`src/rtl/alu_issue_pkg.sv`:
```
// Shared constants and types for the ALU issue/writeback controller.
// The optional BIC micro-sequence is enabled by defining ALU_ISSUE_BIC_EN.
package alu_issue_pkg;

  localparam logic [4:0] ALU_NOP  = 5'd0;
  localparam logic [4:0] ALU_AND  = 5'd1;
  localparam logic [4:0] ALU_ORR  = 5'd2;
  localparam logic [4:0] ALU_MVN  = 5'd3;
  localparam logic [4:0] ALU_EOR  = 5'd4;
  localparam logic [4:0] ALU_ADC  = 5'd5;
  localparam logic [4:0] ALU_ADDS = 5'd6;
  localparam logic [4:0] ALU_SBC  = 5'd7;
  localparam logic [4:0] ALU_SUB  = 5'd8;
  localparam logic [4:0] ALU_MUL  = 5'd9;
  localparam logic [4:0] ALU_LSR  = 5'd10;
  localparam logic [4:0] ALU_LSL  = 5'd11;
  localparam logic [4:0] ALU_ASR  = 5'd12;
  localparam logic [4:0] ALU_ROR  = 5'd13;
  localparam logic [4:0] ALU_UXTB = 5'd14;
  localparam logic [4:0] ALU_UXTH = 5'd15;
  localparam logic [4:0] ALU_SXTB = 5'd16;
  localparam logic [4:0] ALU_SXTH = 5'd17;
  localparam logic [4:0] ALU_CMP  = 5'd18;

  localparam int FLAG_N = 0;
  localparam int FLAG_Z = 1;
  localparam int FLAG_C = 2;
  localparam int FLAG_V = 3;

  localparam logic [6:0] OP_ADD_REG = 7'b0001100;
  localparam logic [6:0] OP_SUB_REG = 7'b0001101;
  localparam logic [5:0] OP_DP_FMT4 = 6'b010000;
  localparam logic [7:0] OP_EXTEND  = 8'b10110010;

  localparam logic [3:0] DP_AND = 4'h0;
  localparam logic [3:0] DP_EOR = 4'h1;
  localparam logic [3:0] DP_LSL = 4'h2;
  localparam logic [3:0] DP_LSR = 4'h3;
  localparam logic [3:0] DP_ASR = 4'h4;
  localparam logic [3:0] DP_ADC = 4'h5;
  localparam logic [3:0] DP_SBC = 4'h6;
  localparam logic [3:0] DP_ROR = 4'h7;
  localparam logic [3:0] DP_CMP = 4'hA;
  localparam logic [3:0] DP_ORR = 4'hC;
  localparam logic [3:0] DP_MUL = 4'hD;
`ifdef ALU_ISSUE_BIC_EN
  localparam logic [3:0] DP_BIC = 4'hE;
`endif
  localparam logic [3:0] DP_MVN = 4'hF;

  typedef enum logic [2:0] {
    ST_IDLE   = 3'd0,
    ST_ISSUE  = 3'd1,
    ST_WB     = 3'd2
`ifdef ALU_ISSUE_BIC_EN
    ,
    ST_WB1    = 3'd3,
    ST_ISSUE2 = 3'd4
`endif
  } state_t;

  typedef enum logic [2:0] {
    SEL_RN_RM   = 3'd0,
    SEL_RD_RM   = 3'd1,
    SEL_RM_RM   = 3'd2,
    SEL_RM_RD   = 3'd3,
    SEL_RM_ZERO = 3'd4
  } opsel_t;

  typedef struct packed {
    logic [4:0] alu_code;
    logic [2:0] rd;
    logic [2:0] rn;
    logic [2:0] rm;
    opsel_t     sel;
    logic       wb_en;
    logic       flags_en;
    logic       illegal;
`ifdef ALU_ISSUE_BIC_EN
    logic       bic;
`endif
  } dec_t;

endpackage

```
`src/rtl/thumb_dp_decoder.sv`:
```
// Combinational decode of the supported Thumb data-processing encodings
// into ALU code, register fields, operand selection and retire controls.
module thumb_dp_decoder
  import alu_issue_pkg::*;
(
  input  logic [15:0] instr,
  output dec_t        dec
);

  always_comb begin
    dec          = '0;
    dec.illegal  = 1'b1;
    dec.rd       = instr[2:0];
    dec.rn       = instr[5:3];
    dec.rm       = instr[8:6];
    dec.sel      = SEL_RN_RM;
    if (instr[15:9] == OP_ADD_REG || instr[15:9] == OP_SUB_REG) begin
      dec.alu_code = (instr[15:9] == OP_ADD_REG) ? ALU_ADDS : ALU_SUB;
      dec.wb_en    = 1'b1;
      dec.flags_en = 1'b1;
      dec.illegal  = 1'b0;
    end else if (instr[15:10] == OP_DP_FMT4) begin
      dec.rm       = instr[5:3];
      dec.sel      = SEL_RD_RM;
      dec.wb_en    = 1'b1;
      dec.flags_en = 1'b1;
      dec.illegal  = 1'b0;
      case (instr[9:6])
        DP_AND: dec.alu_code = ALU_AND;
        DP_EOR: dec.alu_code = ALU_EOR;
        DP_LSL: dec.alu_code = ALU_LSL;
        DP_LSR: dec.alu_code = ALU_LSR;
        DP_ASR: dec.alu_code = ALU_ASR;
        DP_ADC: dec.alu_code = ALU_ADC;
        DP_SBC: dec.alu_code = ALU_SBC;
        DP_ROR: dec.alu_code = ALU_ROR;
        DP_ORR: dec.alu_code = ALU_ORR;
        DP_CMP: begin
          dec.alu_code = ALU_CMP;
          dec.wb_en    = 1'b0;
        end
        DP_MVN: begin
          dec.alu_code = ALU_MVN;
          dec.sel      = SEL_RM_RM;
        end
        DP_MUL: begin
          dec.alu_code = ALU_MUL;
          dec.sel      = SEL_RM_RD;
        end
`ifdef ALU_ISSUE_BIC_EN
        // First step of BIC is MVN of Rm; the controller chains the AND.
        DP_BIC: begin
          dec.alu_code = ALU_MVN;
          dec.sel      = SEL_RM_RM;
          dec.bic      = 1'b1;
        end
`endif
        default: begin
          dec.wb_en    = 1'b0;
          dec.flags_en = 1'b0;
          dec.illegal  = 1'b1;
        end
      endcase
    end else if (instr[15:8] == OP_EXTEND) begin
      dec.rm       = instr[5:3];
      dec.sel      = SEL_RM_ZERO;
      dec.wb_en    = 1'b1;
      dec.illegal  = 1'b0;
      case (instr[7:6])
        2'b00:   dec.alu_code = ALU_SXTH;
        2'b01:   dec.alu_code = ALU_SXTB;
        2'b10:   dec.alu_code = ALU_UXTH;
        default: dec.alu_code = ALU_UXTB;
      endcase
    end
  end

endmodule

```
`src/rtl/alu_issue_ctrl.sv`:
```
// Issue/writeback controller: decodes Thumb DP instructions, drives the ALU,
// writes back Rd and latches NZCV. BIC support is enabled by ALU_ISSUE_BIC_EN.
module alu_issue_ctrl
  import alu_issue_pkg::*;
#(
  parameter int NREGS = 8,
  parameter int DW    = 32
) (
  input  logic          clk,
  input  logic          rst_n,
  input  logic [15:0]   instr,
  input  logic          instr_valid,
  output logic          instr_ready,
  output logic          done,
  output logic          illegal,
  output logic [3:0]    nzcv,
  output logic [4:0]    alu_instruction,
  output logic [DW-1:0] alu_num1,
  output logic [DW-1:0] alu_num2,
  input  logic [DW-1:0] alu_result,
  input  logic [3:0]    alu_flags,
  input  logic          rf_wr_en,
  input  logic [2:0]    rf_wr_addr,
  input  logic [DW-1:0] rf_wr_data,
  input  logic [2:0]    dbg_addr,
  output logic [DW-1:0] dbg_data
);

  state_t        state;
  dec_t          dec;
  logic [DW-1:0] rf [NREGS];
  logic [2:0]    rd_q;
  logic          wb_en_q;
  logic          flags_en_q;
  logic          wb_we;
  logic [DW-1:0] num1_next;
  logic [DW-1:0] num2_next;
`ifdef ALU_ISSUE_BIC_EN
  logic          bic_q;
`endif

  thumb_dp_decoder u_decoder (
    .instr (instr),
    .dec   (dec)
  );

  assign instr_ready = (state == ST_IDLE);
  assign dbg_data    = rf[dbg_addr];
  assign wb_we       = (state == ST_WB) && wb_en_q;

  always_comb begin
    num1_next = rf[dec.rd];
    num2_next = rf[dec.rm];
    case (dec.sel)
      SEL_RN_RM:   begin num1_next = rf[dec.rn]; num2_next = rf[dec.rm]; end
      SEL_RD_RM:   begin num1_next = rf[dec.rd]; num2_next = rf[dec.rm]; end
      SEL_RM_RM:   begin num1_next = rf[dec.rm]; num2_next = rf[dec.rm]; end
      SEL_RM_RD:   begin num1_next = rf[dec.rm]; num2_next = rf[dec.rd]; end
      SEL_RM_ZERO: begin num1_next = rf[dec.rm]; num2_next = '0;         end
      default: ;
    endcase
  end

  // Writeback is ordered after the external port so it wins a collision.
  always_ff @(posedge clk or negedge rst_n) begin
    if (!rst_n) begin
      for (int i = 0; i < NREGS; i++) rf[i] <= '0;
    end else begin
      if (rf_wr_en) rf[rf_wr_addr] <= rf_wr_data;
      if (wb_we)    rf[rd_q]       <= alu_result;
    end
  end

  always_ff @(posedge clk or negedge rst_n) begin
    if (!rst_n) begin
      state           <= ST_IDLE;
      done            <= 1'b0;
      illegal         <= 1'b0;
      nzcv            <= '0;
      alu_instruction <= ALU_NOP;
      alu_num1        <= '0;
      alu_num2        <= '0;
      rd_q            <= '0;
      wb_en_q         <= 1'b0;
      flags_en_q      <= 1'b0;
`ifdef ALU_ISSUE_BIC_EN
      bic_q           <= 1'b0;
`endif
    end else begin
      done    <= 1'b0;
      illegal <= 1'b0;
      case (state)
        ST_IDLE: begin
          if (instr_valid) begin
            if (dec.illegal) begin
              done    <= 1'b1;
              illegal <= 1'b1;
            end else begin
              alu_instruction <= dec.alu_code;
              alu_num1        <= num1_next;
              alu_num2        <= num2_next;
              rd_q            <= dec.rd;
              wb_en_q         <= dec.wb_en;
              flags_en_q      <= dec.flags_en;
`ifdef ALU_ISSUE_BIC_EN
              bic_q           <= dec.bic;
`endif
              state           <= ST_ISSUE;
            end
          end
        end
        ST_ISSUE: begin
          alu_instruction <= ALU_NOP;
`ifdef ALU_ISSUE_BIC_EN
          state <= bic_q ? ST_WB1 : ST_WB;
`else
          state <= ST_WB;
`endif
        end
        ST_WB: begin
          if (flags_en_q) begin
            nzcv[FLAG_N] <= alu_flags[FLAG_N];
            nzcv[FLAG_Z] <= alu_flags[FLAG_Z];
            nzcv[FLAG_C] <= alu_flags[FLAG_C];
            nzcv[FLAG_V] <= alu_flags[FLAG_V];
          end
          done  <= 1'b1;
          state <= ST_IDLE;
        end
`ifdef ALU_ISSUE_BIC_EN
        // alu_num2 itself serves as the temp holding ~Rm for the AND step.
        ST_WB1: begin
          alu_instruction <= ALU_AND;
          alu_num1        <= rf[rd_q];
          alu_num2        <= alu_result;
          bic_q           <= 1'b0;
          state           <= ST_ISSUE2;
        end
        ST_ISSUE2: begin
          alu_instruction <= ALU_NOP;
          state           <= ST_WB;
        end
`endif
        default: state <= ST_IDLE;
      endcase
    end
  end

endmodule
```
`config.mk`:
```
export PLATFORM = sky130hd
export DESIGN_NAME = alu_issue_ctrl
export DESIGN_NICKNAME = d
export VERILOG_FILES = /design/src/rtl/alu_issue_pkg.sv /design/src/rtl/thumb_dp_decoder.sv /design/src/rtl/alu_issue_ctrl.sv
export SDC_FILE = /design/constraint.sdc
export NUM_CORES = 1
export LEC_CHECK = 0
export ABC_CLOCK_PERIOD_IN_PS = 5100
export BUFFER_PORTS_ARGS = -buffer_cell sky130_fd_sc_hd__buf_2
export CORE_AREA = 2 2 220 222
export CTS_BUF_LIST = sky130_fd_sc_hd__clkbuf_2 sky130_fd_sc_hd__clkbuf_4 sky130_fd_sc_hd__clkbuf_8
export CTS_CLUSTER_DIAMETER = 120
export DETAILED_ROUTE_END_ITERATION = 6
export DIE_AREA = 0 0 222 224
export PLACE_DENSITY_LB_ADDON = 0.05
export SKIP_LAST_GASP = 1
export SYNTH_ARGS = -nofsm -noshare
export SYNTH_HDL_FRONTEND = slang
export SYNTH_SLANG_ARGS = --single-unit
```
`constraint.sdc`:
```
create_clock -name clk -period 5.1 [get_ports clk]
set_clock_uncertainty 0.15 [all_clocks]
set_input_delay 0.51 -clock clk [delete_from_list [all_inputs] [get_ports clk]]
set_output_delay 0.51 -clock clk [all_outputs]
set_load 0.05 [all_outputs]
```
==> results.json <==
{
  "peakVddDrop_mv": 0.232,
  "cts_sinks": 338,
  "period_share": 0.651,
  "syn_area_mm2": 0.0239,
  "p_switching_uw": 3980,
  "p_per_area_mw_per_mm2": 391,
  "hold_viol": 0,
  "grt_max_degree": 107,
  "startpoint": "dbg_addr[0]",
  "seq_power_share": 0.387,
  "wl_met3_mm": 6.54,
  "power.total_uw": 10500,
  "p_int_uw": 6520,
  "ant_nets": 0,
  "routed-wl-met2_mm": 38.3,
  "p_leak_uw": 0.0114,
  "place_inst": 2745,
  "status": "finished clean",
  "die_h_um": 224,
  "cts_tree": "built",
  "area_growth_pct": 12.2,
  "core-area_mm2": 0.0473,
  "r2r_cells": 5,
  "reg2reg_slack_ns": 2.32,
  "async_flop_share": 1.00,
  "initial_core_util": 0.506,
  "fill_cells": 4044,
  "overflow": 0,
  "numCtsBuffers": 60,
  "drc": 0,
  "fin_area_mm2": 0.0269,
  "ys_seq_elements": 338,
  "synth_cell_types": 48,
  "place_area_mm2": 0.0252,
  "cts_buffer_depth": 3,
  "pwr-share-clk": 0.267,
  "synth_edf_count": 0,
  "grt_setup_unrepaired": "no",
  "grt_pass1_vias": 18900,
  "wl_met1_mm": 34.2,
  "cp-start-kind": "input pin",
  "timing.final.crit_period_ns": 3.32,
  "cts.clk_slew.worst_paths_ns": 0.06,
  "final_common_cell": "mux2i_1",
  "viasPerCell": 6.59,
  "fin_nets": 2323,
  "place.gp.congestion": 0.859,
  "layout_common_cells": "mux2i_1 (383), dfrtp_1 (338), o21ai_0 (225), mux4_2 (225), buf_2 (193)",
  "routed.top_layer": "met5",
  "drt_iter0_drc": 1999,
  "die-area_mm2": 0.0497,
  "place_hpwl_mm": 47.8,
  "crit_fanout": 39,
  "setup_slack_ns": 1.78,
  "fin_setup_tns_ns": 0,
  "setup_viol": 0,
  "routed_wl_mm": 82.0,
  "maxSlewHeadroom": 0.270,
  "required_ns": 4.44,
  "worstReg2RegStart": "state[0]",
  "rows": 80,
  "post-cts-setup-buffers": 0,
  "cts.htree.levels": 2,
  "firstDrtPassIters": 5,
  "synthFlopType": "dfrtp_1",
  "via_count": 19000,
  "layout.cells.non_filler": 2889,
  "insertion_delay_ns": 0.71,
  "fmax_mhz": 301,
  "crit_type": "input pin to output pin",
  "ys_seq_area_frac": 0.353,
  "portBuffers": 201,
  "endpoint": "dbg_data[27]",
  "max_cap_viol_count": 0,
  "worst_slew_pin_slew_ns": 1.10,
  "timing.rr.end": "alu_num2[11]",
  "synth_area_per_cell_um2": 11.2,
  "antenna_found_initial": 2,
  "arrival_ns": 2.66,
  "grt_usage": 0.329,
  "p_comb_frac": 0.345,
  "root_buffer": "clkbuf_8",
  "swShare": 0.379,
  "drive_above_1_share": 0.321,
  "synth_cells": 2142,
  "drv_slew": 0,
  "hp-class": "input pin to register",
  "routedWlPerCell_um": 28.4,
  "grt_pass1_wl_mm": 123,
  "yosysWarnings": 0,
  "endpoint_kind": "output pin",
  "die_w_um": 222,
  "syn-num-nets": 2236,
  "post-place-ws_ns": 1.14,
  "pin_count": 202
}
==> layout make-up <==
type | count | area (um2) | area share
antenna | 1 | 2.50 | 0.0000931
clock buffer | 100 | 1280 | 0.0477
clock inverter | 6 | 33.8 | 0.00126
inverter | 4 | 15.0 | 0.000559
multi-input combinational | 1539 | 14500 | 0.539
sequential | 338 | 8460 | 0.315
tap | 615 | 769 | 0.0286
timing repair buffer | 286 | 1830 | 0.0680
==> worst max-delay path: stages <==
cell    delay [ns]
buf_4         0.67
buf_4         0.39
mux4_2        0.54
mux2_2        0.29
buf_2         0.21
==> registers in the layout (all words and copies together), names as in the netlist <==
register / count
rd_q: 3
done: 1
state: 2
illegal: 1
rf: 256
alu_num2: 32
flags_en_q: 1
wb_en_q: 1
alu_num1: 32
nzcv: 4
alu_instruction: 5
==> per-layer routing <==
| metal | GRT usage | up-vias |
|---|---|---|
| met5 | 0.0108 | - |
| met4 | 0.130 | 4 |
| met3 | 0.0626 | 164 |
| met2 | 0.523 | 889 |
| met1 | 0.449 | 9747 |
| li1 | - | 8234 |
==> power groups by stage <==
stage          clock network [uW]  registers (uW)  logic, uW
6_report                     2810            4070       3620
5_1_grt                      2950            4140       3880
4_1_cts                      2850            4030       3630
3_5_place_dp                    0            4070       3590
3_3_place_gp                    0            4040       3540
2_1_floorplan                   0            4310       2350
==> stage by stage <==
step                 util  hold WS [ns]
floorplan               -        0.0644
global placement    0.532         0.326
detailed placement  0.532         0.321
CTS                 0.567       0.00234
global route        0.567        0.0420
finish              0.567        0.0328
==> synthesized netlist by cell type, types with 2 or more instances <==
| master | number | area, um2 |
|---|---|---|
| dfrtp_1 | 338 | 8460 |
| a21oi_1 | 135 | 676 |
| o21ai_1 | 7 | 35.0 |
| mux2i_1 | 383 | 3830 |
| nor3_1 | 6 | 30.0 |
| clkbuf_1 | 158 | 593 |
| nor2b_1 | 7 | 43.8 |
| nand3_1 | 2 | 10.0 |
| clkbuf_2 | 32 | 160 |
| a22oi_1 | 31 | 233 |
| nand4_1 | 4 | 25.0 |
| o221ai_1 | 2 | 17.5 |
| mux2_2 | 100 | 1130 |
| buf_2 | 13 | 65.1 |
| a221o_1 | 3 | 30.0 |
| o21a_1 | 30 | 225 |
| buf_1 | 54 | 203 |
| nor2_1 | 142 | 533 |
| o221ai_2 | 30 | 450 |
| o21ai_0 | 225 | 1130 |
| buf_6 | 4 | 45.0 |
| mux4_2 | 225 | 5070 |
| inv_1 | 3 | 11.3 |
| nand3b_1 | 3 | 22.5 |
| and3_1 | 2 | 12.5 |
| nor3b_1 | 5 | 37.5 |
| nand4b_1 | 3 | 26.3 |
| nand2b_1 | 4 | 25.0 |
| nand2_1 | 170 | 638 |
| mux2_1 | 3 | 33.8 |
==> how the worst min path moves through the flow <==
stage | startpoint | to | slack (ns) | depth (start not counted)
final | alu_result[1] | rf[33] | 0.03 | 3
after detailed placement | state[0] | done | 0.32 | 1
after global placement | alu_instruction[0] | alu_instruction[0] | 0.33 | 1
after global routing | alu_result[1] | rf[129] | 0.04 | 3
after floorplan | rst_n | alu_instruction[0] | 0.06 | 0
after CTS | alu_result[1] | rf[1] | 0.002 | 3
==> cells by family (layout without fill, tap and decap cells) <==
| group | count (synthesis) | after routing | synth area share |
|---|---|---|---|
| AO/OA/AOI/OAI | 470 | 470 | 0.119 |
| XOR/XNOR | 1 | 1 | 0.000366 |
| buffers and inverters | 265 | 396 | 0.0452 |
| flip-flops | 338 | 338 | 0.353 |
| multiplexers | 711 | 711 | 0.420 |
| other | 0 | 1 | 0 |
| AND/OR/NAND/NOR | 357 | 357 | 0.0616 |
==> repair_timing <==
action | CTS | global route
gates resized for setup | 0 | 0
hold buffers | 37 | 0
endpoints found under the hold margin | 323 | 0
Power figures use the tool's default switching activity.
